===== src/rtl/lpddr_init.sv =====
// -----------------------------------------------------------------------------
// lpddr_init
//
// Power-up initialisation sequencer for an LPDDR device behind a PHY.
// After reset it waits for supply/clock stabilisation, then issues the JEDEC
// style init commands to the PHY one at a time:
//   PRECHARGE_ALL, REFRESH, REFRESH, LOAD_MODE, LOAD_EMODE
// Each command is followed by a mandatory idle gap. After that it runs DQS
// calibration, retrying a bounded number of times. It ends in one of two
// terminal states, reported by the sticky flags lpddr_calib_done and
// lpddr_calib_fail.
//
// Ports
//   sysclk            in   sole clock, rising edge
//   reset             in   asynchronous, active-high
//   init_cmd[2:0]     out  0 NOP, 1 PRECHARGE_ALL, 2 REFRESH, 3 LOAD_MODE,
//                          4 LOAD_EMODE
//   init_mode[13:0]   out  mode-register value with LOAD_MODE/LOAD_EMODE,
//                          otherwise 0
//   init_cmd_valid    out  command request to the PHY
//   init_cmd_ack      in   PHY accepted the command
//   cal_req           out  one-cycle pulse, starts one calibration attempt
//   cal_done          in   one-cycle pulse, calibration attempt finished
//   cal_pass          in   attempt result, qualified by cal_done
//   lpddr_calib_done  out  initialised and calibrated (sticky)
//   lpddr_calib_fail  out  every calibration attempt failed (sticky)
//   dbg_state[3:0]    out  current FSM state encoding, for observation only
//
// Command handshake (init_cmd_valid / init_cmd_ack):
//   A command transfers on a rising edge where both valid and ack are high.
//   While valid is high and no ack has been sampled, init_cmd and init_mode
//   are held stable. Valid drops on the cycle after the transfer edge. An ack
//   sampled while valid is low has no effect. Ack may arrive on the first
//   valid cycle.
// -----------------------------------------------------------------------------
module lpddr_init #(
  parameter logic [15:0] PWRUP_CYCLES = 16'd20000,
  parameter logic [3:0]  TRP_CYCLES   = 4'd3,
  parameter logic [4:0]  TRFC_CYCLES  = 5'd11,
  parameter logic [11:0] CAL_TIMEOUT  = 12'd4095,
  parameter logic [1:0]  CAL_RETRIES  = 2'd3,
  parameter logic [13:0] MODE_REG     = 14'h0032,
  parameter logic [13:0] EMODE_REG    = 14'h0000
) (
  input  logic        sysclk,
  input  logic        reset,
  output logic [2:0]  init_cmd,
  output logic [13:0] init_mode,
  output logic        init_cmd_valid,
  input  logic        init_cmd_ack,
  output logic        cal_req,
  input  logic        cal_done,
  input  logic        cal_pass,
  output logic        lpddr_calib_done,
  output logic        lpddr_calib_fail,
  output logic [3:0]  dbg_state
);

  typedef enum logic [3:0] {
    S_PWRUP   = 4'd0,
    S_PRE     = 4'd1,
    S_REF1    = 4'd2,
    S_REF2    = 4'd3,
    S_LMR     = 4'd4,
    S_EMR     = 4'd5,
    S_CAL     = 4'd6,
    S_CALWAIT = 4'd7,
    S_DONE    = 4'd8,
    S_FAIL    = 4'd9
  } state_e;

  localparam logic [2:0] CMD_NOP   = 3'd0;
  localparam logic [2:0] CMD_PRE   = 3'd1;
  localparam logic [2:0] CMD_REF   = 3'd2;
  localparam logic [2:0] CMD_LMR   = 3'd3;
  localparam logic [2:0] CMD_EMR   = 3'd4;

  // Terminal counts of the shared 16-bit counter in each use.
  localparam logic [15:0] PWRUP_LAST = PWRUP_CYCLES - 16'd1;
  localparam logic [15:0] TRP_LAST   = {12'd0, TRP_CYCLES} - 16'd1;
  localparam logic [15:0] TRFC_LAST  = {11'd0, TRFC_CYCLES} - 16'd1;
  localparam logic [15:0] CAL_TO     = {4'd0, CAL_TIMEOUT};

  // ---------------------------------------------------------------------------
  // State and registered outputs
  // ---------------------------------------------------------------------------
  state_e      state_q;
  logic        phase_q;     // 0: issuing the command, 1: idle gap after it
  logic [15:0] cnt_q;       // power-up, gap or calibration-timeout count
  logic [1:0]  attempt_q;   // failed calibration attempts so far
  logic [2:0]  cmd_q;
  logic [13:0] mode_q;
  logic        valid_q;
  logic        cal_req_q;
  logic        done_q;
  logic        fail_q;

  // ---------------------------------------------------------------------------
  // Command encoding for each command state
  // ---------------------------------------------------------------------------
  function automatic logic [2:0] cmd_code(input state_e s);
    logic [2:0] c;
    c = CMD_NOP;
    case (s)
      S_PRE:         c = CMD_PRE;
      S_REF1, S_REF2: c = CMD_REF;
      S_LMR:         c = CMD_LMR;
      S_EMR:         c = CMD_EMR;
      default:       c = CMD_NOP;
    endcase
    return c;
  endfunction

  function automatic logic [13:0] mode_val(input state_e s);
    logic [13:0] m;
    m = 14'd0;
    case (s)
      S_LMR:   m = MODE_REG;
      S_EMR:   m = EMODE_REG;
      default: m = 14'd0;
    endcase
    return m;
  endfunction

  // ---------------------------------------------------------------------------
  // Next-state helpers
  // ---------------------------------------------------------------------------
  state_e      next_cmd_st;   // state entered when the current gap ends
  logic [15:0] gap_last;      // last count value of the current gap
  logic [15:0] cnt_inc;       // saturating increment of cnt_q
  logic [1:0]  attempt_inc;   // saturating increment of attempt_q
  logic        retry_ok;      // another calibration attempt is allowed

  always_comb begin
    next_cmd_st = S_PWRUP;
    case (state_q)
      S_PRE:   next_cmd_st = S_REF1;
      S_REF1:  next_cmd_st = S_REF2;
      S_REF2:  next_cmd_st = S_LMR;
      S_LMR:   next_cmd_st = S_EMR;
      S_EMR:   next_cmd_st = S_CAL;
      default: next_cmd_st = S_PWRUP;
    endcase
  end

  always_comb begin
    gap_last = TRP_LAST;
    if (state_q == S_REF1 || state_q == S_REF2) begin
      gap_last = TRFC_LAST;
    end
  end

  always_comb begin
    cnt_inc     = (cnt_q == 16'hFFFF) ? cnt_q : cnt_q + 16'd1;
    attempt_inc = (attempt_q == 2'd3) ? attempt_q : attempt_q + 2'd1;
    // Compared one bit wider so the increment itself cannot wrap.
    retry_ok    = ({1'b0, attempt_q} + 3'd1) < {1'b0, CAL_RETRIES};
  end

  // ---------------------------------------------------------------------------
  // Sequencer
  // ---------------------------------------------------------------------------
  always_ff @(posedge sysclk or posedge reset) begin
    if (reset) begin
      state_q   <= S_PWRUP;
      phase_q   <= 1'b0;
      cnt_q     <= 16'd0;
      attempt_q <= 2'd0;
      cmd_q     <= CMD_NOP;
      mode_q    <= 14'd0;
      valid_q   <= 1'b0;
      cal_req_q <= 1'b0;
      done_q    <= 1'b0;
      fail_q    <= 1'b0;
    end else begin
      case (state_q)
        S_PWRUP: begin
          if (cnt_q >= PWRUP_LAST) begin
            // Enter S_PRE with the request already presented.
            state_q <= S_PRE;
            phase_q <= 1'b0;
            cnt_q   <= 16'd0;
            valid_q <= 1'b1;
            cmd_q   <= cmd_code(S_PRE);
            mode_q  <= mode_val(S_PRE);
          end else begin
            cnt_q <= cnt_inc;
          end
        end

        S_PRE, S_REF1, S_REF2, S_LMR, S_EMR: begin
          if (!phase_q) begin
            if (valid_q && init_cmd_ack) begin
              valid_q <= 1'b0;
              cmd_q   <= CMD_NOP;
              mode_q  <= 14'd0;
              phase_q <= 1'b1;
              cnt_q   <= 16'd0;
            end
          end else if (cnt_q >= gap_last) begin
            // Gap over: the following state starts its work in the very
            // next cycle, so its request is registered on this edge.
            state_q <= next_cmd_st;
            phase_q <= 1'b0;
            cnt_q   <= 16'd0;
            if (next_cmd_st == S_CAL) begin
              cal_req_q <= 1'b1;
            end else begin
              valid_q <= 1'b1;
              cmd_q   <= cmd_code(next_cmd_st);
              mode_q  <= mode_val(next_cmd_st);
            end
          end else begin
            cnt_q <= cnt_inc;
          end
        end

        S_CAL: begin
          cal_req_q <= 1'b0;
          state_q   <= S_CALWAIT;
          cnt_q     <= 16'd0;
        end

        S_CALWAIT: begin
          // A result wins over a timeout landing on the same edge.
          if (cal_done && cal_pass) begin
            state_q <= S_DONE;
            done_q  <= 1'b1;
          end else if (cal_done || cnt_q >= CAL_TO) begin
            attempt_q <= attempt_inc;
            cnt_q     <= 16'd0;
            if (retry_ok) begin
              state_q   <= S_CAL;
              cal_req_q <= 1'b1;
            end else begin
              state_q <= S_FAIL;
              fail_q  <= 1'b1;
            end
          end else begin
            cnt_q <= cnt_inc;
          end
        end

        S_DONE, S_FAIL: begin
          // Terminal: only reset leaves.
          state_q <= state_q;
        end

        default: begin
          state_q <= S_PWRUP;
          cnt_q   <= 16'd0;
        end
      endcase
    end
  end

  // ---------------------------------------------------------------------------
  // Outputs
  // ---------------------------------------------------------------------------
  assign init_cmd         = cmd_q;
  assign init_mode        = mode_q;
  assign init_cmd_valid   = valid_q;
  assign cal_req          = cal_req_q;
  assign lpddr_calib_done = done_q;
  assign lpddr_calib_fail = fail_q;
  assign dbg_state        = state_q;

endmodule


===== config.mk =====
export PLATFORM = sky130hd
export DESIGN_NAME = lpddr_init
export DESIGN_NICKNAME = d
export VERILOG_FILES = /design/src/rtl/lpddr_init.sv
export SDC_FILE = /design/constraint.sdc
export NUM_CORES = 1
export LEC_CHECK = 0
export CAP_MARGIN = 0
export CORE_UTILIZATION = 49
export CTS_CLUSTER_DIAMETER = 60
export DETAILED_ROUTE_END_ITERATION = 10
export GPL_TIMING_DRIVEN = 0
export HOLD_SLACK_MARGIN = 0.05
export PLACE_DENSITY_LB_ADDON = 0.05
export SLEW_MARGIN = 10
export SYNTH_ARGS = -nofsm -noshare
export SYNTH_HDL_FRONTEND = slang
export SYNTH_SLANG_ARGS = --single-unit

===== constraint.sdc =====
create_clock -name sysclk -period 2.3 [get_ports sysclk]
set_clock_uncertainty 0.15 [all_clocks]
set_input_delay 0.46 -clock sysclk [delete_from_list [all_inputs] [get_ports sysclk]]
set_output_delay 0.46 -clock sysclk [all_outputs]
set_load 0.05 [all_outputs]

==> results of run 1 <==
worst paths after layout:
check / endpoint / start
worst min-delay path: lpddr_calib_done / lpddr_calib_done
min in group asynchronous: init_cmd[2] / reset
worst min register to register: lpddr_calib_done / lpddr_calib_done
worst max register to register: init_cmd[0] / dbg_state[2]
worst max-delay path: init_cmd[0] / dbg_state[2]
max in group asynchronous: dbg_state[3] / reset
cell usage in the layout (no fill, tap or decap), types with 2 or more instances in the layout:
cell             netlist  routed
a21boi_0               2       2
a21oi_1               19      18
and2_1                 4       4
and3_1                 3       3
buf_4                 14      32
buf_6                  1       2
clkbuf_1               5       4
clkbuf_8               0       6
clkdlybuf4s50_1        0      18
conb_1                 1      11
dfrtp_1               31      28
dfrtp_2                0       3
ha_1                   5       3
inv_1                  5       4
mux2_4                 3       3
nand2_1               23      22
nand2b_1               3       3
nand3_1                8       7
nand4_1                6       6
nand4b_1               2       2
nor2_1                12      11
nor3_1                 5       4
nor3_4                 1       2
nor4_1                 2       2
o21a_1                 2       2
o21ai_0               13      11
o21bai_1               2       2
o22ai_1                3       2
o31ai_1                6       5
o32a_1                 4       4
or3_1                 10       8
or3_4                  0       2
or4_1                  4       4
xnor2_1                2       2
critical path, cell delays in order (launching register included):
cell and delay, ns:
dfrtp_2 0.42, buf_8 0.13, nor2_4 0.11, nand2_2 0.08, ha_4 0.26, o31ai_2 0.06, nand4_1 0.14, o21ai_2 0.09
or4_4 0.47, mux2_4 0.32
per-layer routing:
layer | track usage, % | vias to the layer above | share of wire (%)
met5 | 0 | - | 0
li1 | - | 917 | -
met3 | 5.69 | 9 | 5.0
met4 | 9.04 | 0 | 2.3
met2 | 36.9 | 61 | 47
met1 | 32.3 | 860 | 46
where the power goes:
part / internal (W) / total (W) / switching (W)
registers: 0.000546 / 0.000546 / 0.000000417
logic: 0.0000214 / 0.0000806 / 0.0000591
clock network: 0.000212 / 0.000425 / 0.000213
total: 0.000780 / 0.00105 / 0.000273
flip-flops by register name, indices dropped and copies added, names as in the netlist:
name              count
attempt_q             2
cal_req               1
cnt_q                16
dbg_state             4
init_cmd              3
init_cmd_valid        1
init_mode             1
lpddr_calib_done      1
lpddr_calib_fail      1
phase_q               1
kinds of logic after synthesis:
logic type                 after synthesis  share of synthesized area, %
muxes                                    3                          2.22
DFF                                     31                          38.2
xor gates and xnor gates                 2                         0.862
adders and majority gates                5                          3.08
other                                    1                         0.184
AOI/OAI and AO/OA                       61                          20.0
buffers and inverters                   29                          8.49
and+or+nand+nor                         95                          27.0
through the flow:
stage	setup TNS, ns	instance area [sq um]	power [W]	hold WS (ns)
2_1_floorplan	-0.563	2100	0.000624	0.358
3_3_place_gp	-2.75	2350	0.000637	0.309
3_5_place_dp	-2.87	2350	0.000637	0.312
4_1_cts	-0.323	2530	0.00106	0.329
5_1_grt	-0.623	2640	0.00109	0.348
6_report	-0.123	2640	0.00105	0.327
what timing repair did:
| item | CTS | global route |
|---|---|---|
| pin swaps | 7 | 9 |
| buffers inserted | 9 | 8 |
| gates resized for setup | 7 | 17 |
| endpoints found under the setup margin | 19 | 18 |
| hold buffers | 0 | 0 |
| cloned | 0 | 1 |
area by class of cell:
cell class                      instances  area [sq um]
Clock buffer                            7          76.3
Clock inverter                          1          5.00
Fill cell                             336          1360
Timing Repair Buffer                   35           308
Buffer                                 24           188
Multi-Input combinational cell        177          1200
Tap cell                               50          62.6
Sequential cell                        31           779
Inverter                                5          18.8
==> run metrics, run 1 <==
clock latency on the worst-skew pair=about 0.29 ns; status=finished, violations left; Critical Path End Type=register; synthesized flop and latch total=31; reg2reg path depth=9; Nets=between 200 and 300; Mapped Area=roughly 0.002 sq mm; DP Worst Slack=-0.182 ns; hold path cells=1; layout cell share with drive strength beyond 1=25.7%; post-synthesis area per instance=8.96 sq um; routability cong.=0.824; Pins Over Slew Limit=0; ranking of synthesized cells by area=dfrtp_1 38%, buf_4 5.2%, a21oi_1 4.7%; CTS Root Cell=clkbuf_8; GRT Util Overall=23.9%; I/O pin count=30; Placed Cells=305; overall routed net length=slightly below 5000 microns; Clock transition at path regs=0.07 ns; Pleak=1.13 nW; max-capacitance violation count=0; VDD IR-drop max=roughly 320 uV; first drt pass iteration count=4; Crit Path Class=register to register; post-route ant nets=0; Antenna Cells=0; Worst Tran Pin Value=about 0.66 ns; Yosys warning total=0; R2R Setup Slk=-0.05 ns; startpoint types=register; grt ovf=0; number of global-route vias before repair=1672; WP data required=2.32 ns; Final min period=between 2 and 2.5 ns; Iter 0 DRT Violations=149; row count=23; failing checks=setup timing; TritonCTS clock tree=done; top cells by count, synth=31 x dfrtp_1, 23 x nand2_1, 19 x a21oi_1, 14 x buf_4, 13 x o21ai_0; HP Class=register to register; H-tree depth=2; fin crit share=102%; Core ar.=0.00400 sq mm; Starting Density=about half; post-detailed-route DRC marker count=0; RSZ-0062 raised after global routing=yes; WL/cell=14.6 microns; TritonCTS Sinks=31; top-count cell post-synth=dfrtp_1; post-synth top area share=a little under two fifths; total clock buffers created by CTS=5; Die Area=0.00441 sq mm; Arrival @ worst endpoint=2.37 ns; area grow syn2layout=29.8%; PortBufs=18; final cell count without fillers=330; vias post-DR=1847; Post-synth EDFFs=0; Finish-stage setup viols=3; largest net degree at the start of global routing=32; placed wire-length estimate=slightly above 3000 microns; clk buf depth=2; CP Max Fanout=4; Mapped Cells=227; ys async rst share=100%; Die Wd=66.4 microns; fin worst setup slack=-0.0457 ns; initial antenna violation count=0; pwr dens=399 mW/mm^2; Hold Violations, Final=0; Max Fclk=426 MHz; area leader, netlist=dfrtp_1; global-route wire length before repair=7850 microns; Synth Flop Type=dfrtp_1; final core utilization=between 60% and 70%; Slew headroom=55.6%; post-synth cell types=54; via/cell ratio=5.60; register area share after synthesis=38.2%; die height=66.4 microns
(Power assumes the default switching activity.)
==> inputs of run 2 (changes only) <==
Settings changed: CTS_CLUSTER_DIAMETER 60 to not set, GPL_ROUTABILITY_DRIVEN set to 0.
==> results of run 2 <==
No change in the layout: final DEF, timing and power equal those of run 1.
==> inputs of run 3 (changes only) <==
Settings changed: CORE_UTILIZATION 49 to 50, CTS_BUF_LIST set to sky130_fd_sc_hd__clkbuf_8.
==> run metrics, run 3 (synthesis gave the netlist of run 1 again) <==
status=finished, violations left; failing checks=setup timing; TritonCTS clock tree=done; post-route cell area=0.00253 sq mm; WL/cell=roughly 15 microns; VDD IR-drop max=358 uV; global-route wire length before repair=7830 microns; Hold Path Origin=lpddr_calib_fail; H-tree depth=2; Core ar.=0.00377 sq mm; area grow syn2layout=24.5%; max-capacitance violation count=0; Post-DP Area=roughly 0.0023 sq mm; placed wire-length estimate=3150 microns; vias post-DR=around 1.8k; P_sw=0.000258 W; initial antenna violation count=0; WP data required=2.31 ns; Switching Share=about a quarter; TritonCTS Sinks=31; Starting Density=53.9%; Worst Tran Pin Value=0.645 ns; Hold Path End=lpddr_calib_fail; hold path cells=1; Max Fclk=around 420 MHz; RR Endpoint=init_cmd[1]; hold buffers post-CTS=0; total clock buffers created by CTS=5; fin worst setup slack=-0.0824 ns; I/O pin count=30; clock latency on the worst-skew pair=0.28 ns; Die Area=0.00433 sq mm; first drt pass iteration count=4; post-route ant nets=0; PortBufs=18; sequential share of power=51.5%; Critical Path End Type=register; Clock transition at path regs=approximately 0.070 ns; reg2reg path depth=6; CP Max Fanout=9; row count=22; Arrival @ worst endpoint=2.39 ns; worst r2r src=cnt_q[1]; Antenna Cells=0; post-detailed-route DRC marker count=0; Slew headroom=56.9%; number of global-route vias before repair=1736; Nets=278; GRT Util Overall=23.7%; pwr dens=420 mW/mm^2; startpoint types=register; clock network fraction of total power=approximately two fifths; Hold WS=0.329 ns; Int Pwr=0.000804 W; HP Class=register to register; Crit Path Class=register to register; Iter 0 DRT Violations=162; overall routed net length=4650 microns; layout cell share with drive strength beyond 1=22.3%; final core utilization=67.1%; Largest register FFs=16; CTS Root Cell=clkbuf_8; Gate power share=7.6%; Hold Violations, Final=0; DP Worst Slack=-0.196 ns; R2R Setup Slk=-0.08 ns; commonest non-fill, non-tap cell in the layout=dfrtp_1; Finish-stage setup viols=3; die height=65.8 microns; clk buf depth=2; via/cell ratio=5.79; Final min period=2.38 ns; largest net degree at the start of global routing=32; grt ovf=0; most frequent cells in the layout=26 x dfrtp_1, 22 x nand2_1, 20 x buf_4; fin crit share=104%; RSZ-0062 raised after global routing=yes; Top reg by flops=cnt_q; Die Wd=65.8 microns; Pleak=about 1.1 nW; Pins Over Slew Limit=0
-- run 3: cell types whose count changed in the layout (fill, tap and decap cells not counted), moves of 2 or more --
| cell | delta |
|---|---|
| clkbuf_1 | -2 |
| or3_4 | -2 |
| dfrtp_2 | +2 |
| dfrtp_1 | -2 |
| or3_1 | +2 |
| buf_4 | -12 |
-- run 3: worst max-delay path by stage --
stage                  from        endpoint  slack [ns]
3_5_place_dp       cnt_q[1]        cnt_q[0]       -0.20
2_1_floorplan  dbg_state[2]     init_cmd[0]       -0.16
6_report           cnt_q[1]     init_cmd[1]       -0.08
3_3_place_gp   dbg_state[2]  init_cmd_valid       -0.18
4_1_cts        dbg_state[3]     init_cmd[1]       -0.14
5_1_grt        dbg_state[2]     init_cmd[1]       -0.17
-- run 3: critical path: stages, from the launching register on --
cell and delay (ns):
dfrtp_2 0.41, ha_2 0.22, and4_2 0.27, o2111a_2 0.25, nor3_4 0.08, or4_4 0.57, mux2_4 0.32
-- run 3: layout make-up --
type,count,area (sq um)
multi-input combinational,177,1170
fill,323,1240
buffer,24,179
clock inverter,2,8.76
inverter,5,18.8
timing repair buffer,24,225
tap,48,60.1
sequential,31,782
clock buffer,6,82.6
-- run 3: stage by stage --
stage	total power (W)	instances	setup TNS, ns
final	0.00106	317	-0.226
after global routing	0.00110	317	-1.78
after CTS	0.00107	317	-0.737
after detailed placement	0.000637	303	-3.32
after global placement	0.000637	303	-2.90
after floorplan	0.000624	237	-0.563
-- run 3: timing repair --
action	4_1_cts	5_1_grt
setup endpoints to repair	19	22
resized for setup	4	10
setup buffers	6	0
pin swaps	6	7
-- run 3: power by group through the flow --
stage	registers (W)	clock network (W)	logic [W]
global route	0.000546	0.000465	0.0000863
CTS	0.000547	0.000439	0.0000804
global placement	0.000557	0	0.0000801
finish	0.000547	0.000435	0.0000807
detailed placement	0.000557	0	0.0000805
floorplan	0.000560	0	0.0000643
-- run 3: routing by layer --
metal	global-route usage, %	vias up	part of all wire (%)	wire length [microns]
met1	29.2	875	44	2040
met4	7.61	0	1.1	51
met5	0	-	0	0
met3	5.00	7	4.9	230
li1	-	894	-	-
met2	40.8	58	50	2330
